`config.mk`:
```
export PLATFORM = sky130hd
export DESIGN_NAME = seq_shift_unit
export DESIGN_NICKNAME = d
export VERILOG_FILES = /design/src/rtl/shift_pkg.sv /design/src/rtl/shift_step.sv /design/src/rtl/seq_shift_unit.sv
export SDC_FILE = /design/constraint.sdc
export NUM_CORES = 1
export LEC_CHECK = 0
export BUFFER_PORTS_ARGS = -buffer_cell sky130_fd_sc_hd__buf_2
export CAP_MARGIN = 5
export CORE_ASPECT_RATIO = 1.25
export CORE_MARGIN = 8
export CORE_UTILIZATION = 45
export DETAILED_ROUTE_END_ITERATION = 8
export PLACE_DENSITY_LB_ADDON = 0.1
export SYNTH_ARGS = -nofsm -noshare
export SYNTH_HDL_FRONTEND = slang
export SYNTH_SLANG_ARGS = --single-unit
export TNS_END_PERCENT = 20
```
`constraint.sdc`:
```
create_clock -name clk -period 1.4 [get_ports clk]
set_input_delay 0.42 -clock clk [delete_from_list [all_inputs] [get_ports clk]]
set_output_delay 0.42 -clock clk [all_outputs]
set_load 0.1 [all_outputs]
```
`src/rtl/shift_pkg.sv`:
```
// Shared encodings for the sequential shift unit: shift modes, directions and FSM states.
package shift_pkg;

  typedef enum logic [1:0] {
    MODE_LOGIC  = 2'b00,
    MODE_ARITH  = 2'b01,
    MODE_ROT    = 2'b10,
    MODE_SERIAL = 2'b11
  } mode_t;

  typedef enum logic {
    DIR_LEFT  = 1'b0,
    DIR_RIGHT = 1'b1
  } dir_t;

  typedef enum logic [1:0] {
    ST_IDLE  = 2'b00,
    ST_SHIFT = 2'b01,
    ST_DONE  = 2'b10
  } state_t;

endpackage

```
`src/rtl/shift_step.sv`:
```
// One-position combinational shift step. Rotate fill is built only when SEQ_SHIFT_ROTATE_EN
// is defined; otherwise rotate mode fills with zero like logical mode.
module shift_step
  import shift_pkg::*;
#(
  parameter int WIDTH = 8
) (
  input  logic [WIDTH-1:0] vec,
  input  logic             dir,
  input  logic [1:0]       mode,
  input  logic             serial_in,
  output logic [WIDTH-1:0] next_vec,
  output logic             bit_out
);

  logic fill_s;

  // Select the bit leaving the vector, the bit entering it, and assemble the shifted value.
  always_comb begin
    bit_out  = 1'b0;
    fill_s   = 1'b0;
    next_vec = vec;

    if (dir == DIR_RIGHT) begin
      bit_out = vec[0];
    end else begin
      bit_out = vec[WIDTH-1];
    end

    case (mode)
      MODE_LOGIC: fill_s = 1'b0;
      MODE_ARITH: begin
        if (dir == DIR_RIGHT) begin
          fill_s = vec[WIDTH-1];
        end else begin
          fill_s = 1'b0;
        end
      end
`ifdef SEQ_SHIFT_ROTATE_EN
      MODE_ROT:    fill_s = bit_out;
`else
      MODE_ROT:    fill_s = 1'b0;
`endif
      MODE_SERIAL: fill_s = serial_in;
      default:     fill_s = 1'b0;
    endcase

    if (dir == DIR_RIGHT) begin
      next_vec = {fill_s, vec[WIDTH-1:1]};
    end else begin
      next_vec = {vec[WIDTH-2:0], fill_s};
    end
  end

endmodule

```
`src/rtl/seq_shift_unit.sv`:
```
// Multi-cycle shift register: parallel load, N-position shift command, one bit per clock.
// Rotate mode is available only with SEQ_SHIFT_ROTATE_EN defined (see shift_step).
module seq_shift_unit
  import shift_pkg::*;
#(
  parameter int WIDTH = 8,
  parameter int AMT_W = 4
) (
  input  logic             clk,
  input  logic             rst,
  input  logic             load,
  input  logic [WIDTH-1:0] data_in,
  input  logic             start,
  input  logic [AMT_W-1:0] amt,
  input  logic             dir,
  input  logic [1:0]       mode,
  input  logic             serial_in,
  output logic [WIDTH-1:0] data_out,
  output logic             carry_out,
  output logic             busy,
  output logic             done
);

  localparam logic [AMT_W-1:0] CNT_ZERO = AMT_W'(0);
  localparam logic [AMT_W-1:0] CNT_ONE  = AMT_W'(1);

  state_t           state_r;
  logic [AMT_W-1:0] cnt_r;
  logic             dir_r;
  logic [1:0]       mode_r;
  logic [WIDTH-1:0] data_r;
  logic             carry_r;
  logic             busy_r;
  logic             done_r;

  logic [WIDTH-1:0] step_vec_s;
  logic             step_bit_s;

  shift_step #(.WIDTH(WIDTH)) u_step (
    .vec       (data_r),
    .dir       (dir_r),
    .mode      (mode_r),
    .serial_in (serial_in),
    .next_vec  (step_vec_s),
    .bit_out   (step_bit_s)
  );

  // Control FSM, down-counter and data/carry registers with synchronous active-low reset.
  always_ff @(posedge clk) begin
    if (!rst) begin
      state_r <= ST_IDLE;
      cnt_r   <= CNT_ZERO;
      dir_r   <= 1'b0;
      mode_r  <= 2'b00;
      data_r  <= '0;
      carry_r <= 1'b0;
      busy_r  <= 1'b0;
      done_r  <= 1'b0;
    end else begin
      case (state_r)
        ST_IDLE: begin
          busy_r <= 1'b0;
          done_r <= 1'b0;
          if (load) begin
            data_r  <= data_in;
            carry_r <= 1'b0;
          end else if (start) begin
            cnt_r  <= amt;
            dir_r  <= dir;
            mode_r <= mode;
            if (amt != CNT_ZERO) begin
              state_r <= ST_SHIFT;
              busy_r  <= 1'b1;
            end else begin
              state_r <= ST_DONE;
              done_r  <= 1'b1;
            end
          end
        end
        ST_SHIFT: begin
          data_r  <= step_vec_s;
          carry_r <= step_bit_s;
          cnt_r   <= cnt_r - CNT_ONE;
          // The counter still holds the pre-decrement value, so 1 marks the final step.
          if (cnt_r == CNT_ONE) begin
            state_r <= ST_DONE;
            busy_r  <= 1'b0;
            done_r  <= 1'b1;
          end
        end
        ST_DONE: begin
          state_r <= ST_IDLE;
          done_r  <= 1'b0;
          busy_r  <= 1'b0;
        end
        default: begin
          state_r <= ST_IDLE;
          cnt_r   <= CNT_ZERO;
          busy_r  <= 1'b0;
          done_r  <= 1'b0;
        end
      endcase
    end
  end

  assign data_out  = data_r;
  assign carry_out = carry_r;
  assign busy      = busy_r;
  assign done      = done_r;

endmodule

```
==> summary.md <==
| Metric | Value |
|---|---|
| Status | `complete, no violations` |
| Reg2Reg Depth | `3` |
| Worst Skew | `0.000858 ns` |
| Pwr Total | `1.69 mW` |
| Top cells by count, synth | `dfxtp_1 (20), a21oi_1 (11), nand2_1 (10)` |
| Fin crit share | `94.8%` |
| Antenna-violating nets left | `0` |
| Placed insts | `198` |
| Worst Hold Class | `in -> reg` |
| Finished Cell Area | `0.00158 sq mm` |
| Slew HR | `79.5%` |
| Placed instance area | `0.00152 sq mm` |
| Drt drc | `0` |
| Delay-heaviest family, CP | `flip-flops` |
| Pre-CTS setup slack | `-0.105 ns` |
| 1st-iter DRT viols | `25` |
| Worst-path maximum fanout | `5` |
| Vias in the first global route | `1132` |
| Post-synth top flop | `dfxtp_1` |
| Post-CTS Hold Buffers | `0` |
| Final setup fails | `0` |
| Int Pwr | `1.05 mW` |
| Reg clk slew, reported paths | `0.12 ns` |
| Synth area leader | `dfxtp_1` |
| Final wirelength | `2.96 mm` |
| Vias per cell | `5.48` |
| Largest buffer count on any clock path | `2` |
| Levels on crit path | `1` |
| Post-synthesis cell type count | `40` |
| Worst slew pin tran | `0.306 ns` |
| Seq/Total Area, Yosys | `37.0%` |
| Top-count cell post-synth | `dfxtp_1` |
| Fin util | `67.3%` |
| Syn. warnings | `0` |
| H-tree Lvls | `1` |
| CP peak stage delay | `0.41 ns` |
| Rows | `20` |
| Minimum clock period | `1.33 ns` |
| M1 GR Usage | `15.4%` |
| Reg-to-Reg End | `data_out[7]` |
| Drt pass-1 iters | `4` |
| Startpoint Class | `flip-flop` |
| Hold_sp | `mode[0]` |
| Antenna Cells | `0` |
| Worst Hold Path EP | `mode_r[0]` |
| Final Slew Violations | `0` |
| Initial antenna violation count | `0` |
| Reg2reg setup slack | `0.09 ns` |
| CP arrival | `0.91 ns` |
| LEAKAGE | `0.647 nW` |
| Syn Nets | `149` |
| Total grt overflow | `0` |
| Fin nets | `192` |
| CTS Sinks | `20` |
| Total Neg Setup Slack | `0 ns` |
| Psw | `637 uW` |
| Final worst slack | `0.0726 ns` |
| Syn Inst Count | `127` |
| Hold depth | `3` |
| Clk root buf | `clkbuf_4` |
| CP required | `0.98 ns` |
| Worst-skew pair later-pin latency | `0.30 ns` |
| Worst setup EP type | `primary output` |
| M2 GR Usage | `27.3%` |
| Dpl hpwl | `2.39 mm` |
| Max frequency | `0.753 GHz` |
| Cells along the critical path | `buf_12` |
| Gr busiest metal | `met2` |
| Combinational cell fraction of total power | `38.5%` |
| EDFF count, synth | `0` |
| Maximum VDD drop | `0.000667 V` |
| Mapped Avg Cell Area | `8.53 sq um` |
| Post-synth ARST share | `0%` |
| Via count | `1107` |
| Post-synth top area share | `37.0%` |
| Non-filler cells, final | `202` |
| Total GRT Usage | `15.1%` |
| Switching part of the total | `37.6%` |
| RSZ-0062 raised after global routing | `true` |
| Cts bufs inserted | `3` |
| CTS tree | `yes` |
| Num ports | `31` |
| Routed WL per cell | `14.7 microns` |
| Mapped Area | `0.00108 sq mm` |
| CP max stage cell | `dfxtp_2` |
| Pwr Density | `1070 mW/mm^2` |
| Die Width | `59.9 microns` |
| Worst r2r src | `state_r[1]` |
| Initial Util | `46.1%` |
| Final hold violations | `0` |
| Kind of critical path | `reg -> out` |
| I/O Buffers | `30` |
| Area grow syn2layout | `46.2%` |
| Largest net degree at the start of global routing | `14` |
| Final hold slack | `0.338 ns` |
| Layout cells sized above 1 | `42.0%` |
| Final Wtd Congestion | `0.865` |
| CP Launch Point | `data_out[7]` |
| Ranking of synthesized cells by area | `dfxtp_1 (37%), nor2b_1 (5.2%), a21oi_1 (5.1%)` |
| Clock share of power | `20.6%` |
| Die ar. | `0.00424 sq mm` |
| Core Area | `0.00235 sq mm` |
| First-pass GRT wire length | `5.09 mm` |
| Sequential power share | `40.8%` |
| Register bit total from synthesis | `20` |
| Bufs and invs on worst path | `1` |
| Max cap viols | `0` |
| Die Span Y | `70.9 microns` |
| Grt met3 use | `3.63%` |
[placed cells by master, fill, tap and decap left out, types with 2 or more instances in the layout]
cell type / Yosys / layout
nor4_1: 2 / 2
dfxtp_2: 0 / 9
mux2i_1: 2 / 2
a21oi_1: 11 / 11
a32oi_1: 2 / 2
buf_2: 3 / 19
or3b_4: 0 / 2
buf_12: 0 / 11
nor2_1: 9 / 9
nor2b_1: 9 / 9
a211oi_1: 6 / 6
mux2_2: 2 / 2
o31ai_1: 6 / 6
clkbuf_4: 0 / 3
ha_1: 2 / 2
o21ai_0: 6 / 6
buf_4: 0 / 16
nand2_1: 10 / 9
nand3_1: 6 / 6
dfxtp_1: 20 / 11
inv_1: 3 / 3
[metal layers]
| metal | wire length, microns | vias up | share of wire [%] |
|---|---|---|---|
| met4 | 72 | 0 | 2.4 |
| met2 | 1580 | 29 | 53 |
| li1 | - | 553 | - |
| met3 | 175 | 6 | 5.9 |
| met5 | 0 | - | 0 |
| met1 | 1140 | 519 | 38 |
[cell type report]
type | instances | area (sq um)
fill | 221 | 768
multi-input combinational | 95 | 644
timing repair buffer | 46 | 435
sequential | 20 | 412
tap | 33 | 41.3
clock buffer | 4 | 36.3
inverter | 4 | 15.0
[timing repair]
action	4_1_cts	5_1_grt
setup endpoints to repair	1	15
setup buffers	0	0
gates resized for setup	2	6
[state kept, by name, indices dropped and copies added, names as in the netlist]
name	cells
data_out	8
mode_r	2
cnt_r	4
state_r	2
busy	1
done	1
dir_r	1
carry_out	1
[logic make-up (layout without fill, tap and decap cells)]
group / Yosys count / after routing / synth area share (%)
xor gates and xnor gates: 1 / 1 / 0.808
AOI/OAI and AO/OA: 43 / 43 / 27.0
muxes: 4 / 4 / 3.93
buffers and inverters: 12 / 54 / 5.89
DFF: 20 / 20 / 37.0
adders and majority gates: 2 / 2 / 2.31
and+or+nand+nor: 45 / 45 / 23.1
[how the worst max path moves through the flow]
| stage | endpoint | slack (ns) |
|---|---|---|
| after floorplan | data_out[5] | -0.04 |
| after global placement | cnt_r[3] | -0.08 |
| after detailed placement | cnt_r[2] | -0.11 |
| after CTS | state_r[1] | 0.001 |
| after global routing | data_out[6] | -0.04 |
| final | data_out[7] | 0.07 |
[power groups by stage]
stage          Combinational (mW)  Clock, mW  Sequential [mW]
2_1_floorplan               0.201          0            0.886
3_3_place_gp                0.634          0            0.699
3_5_place_dp                0.641          0            0.701
4_1_cts                     0.645      0.351            0.689
5_1_grt                     0.692      0.389            0.700
6_report                    0.652      0.349            0.691
No activity file was read; power rests on OpenSTA's default activity.
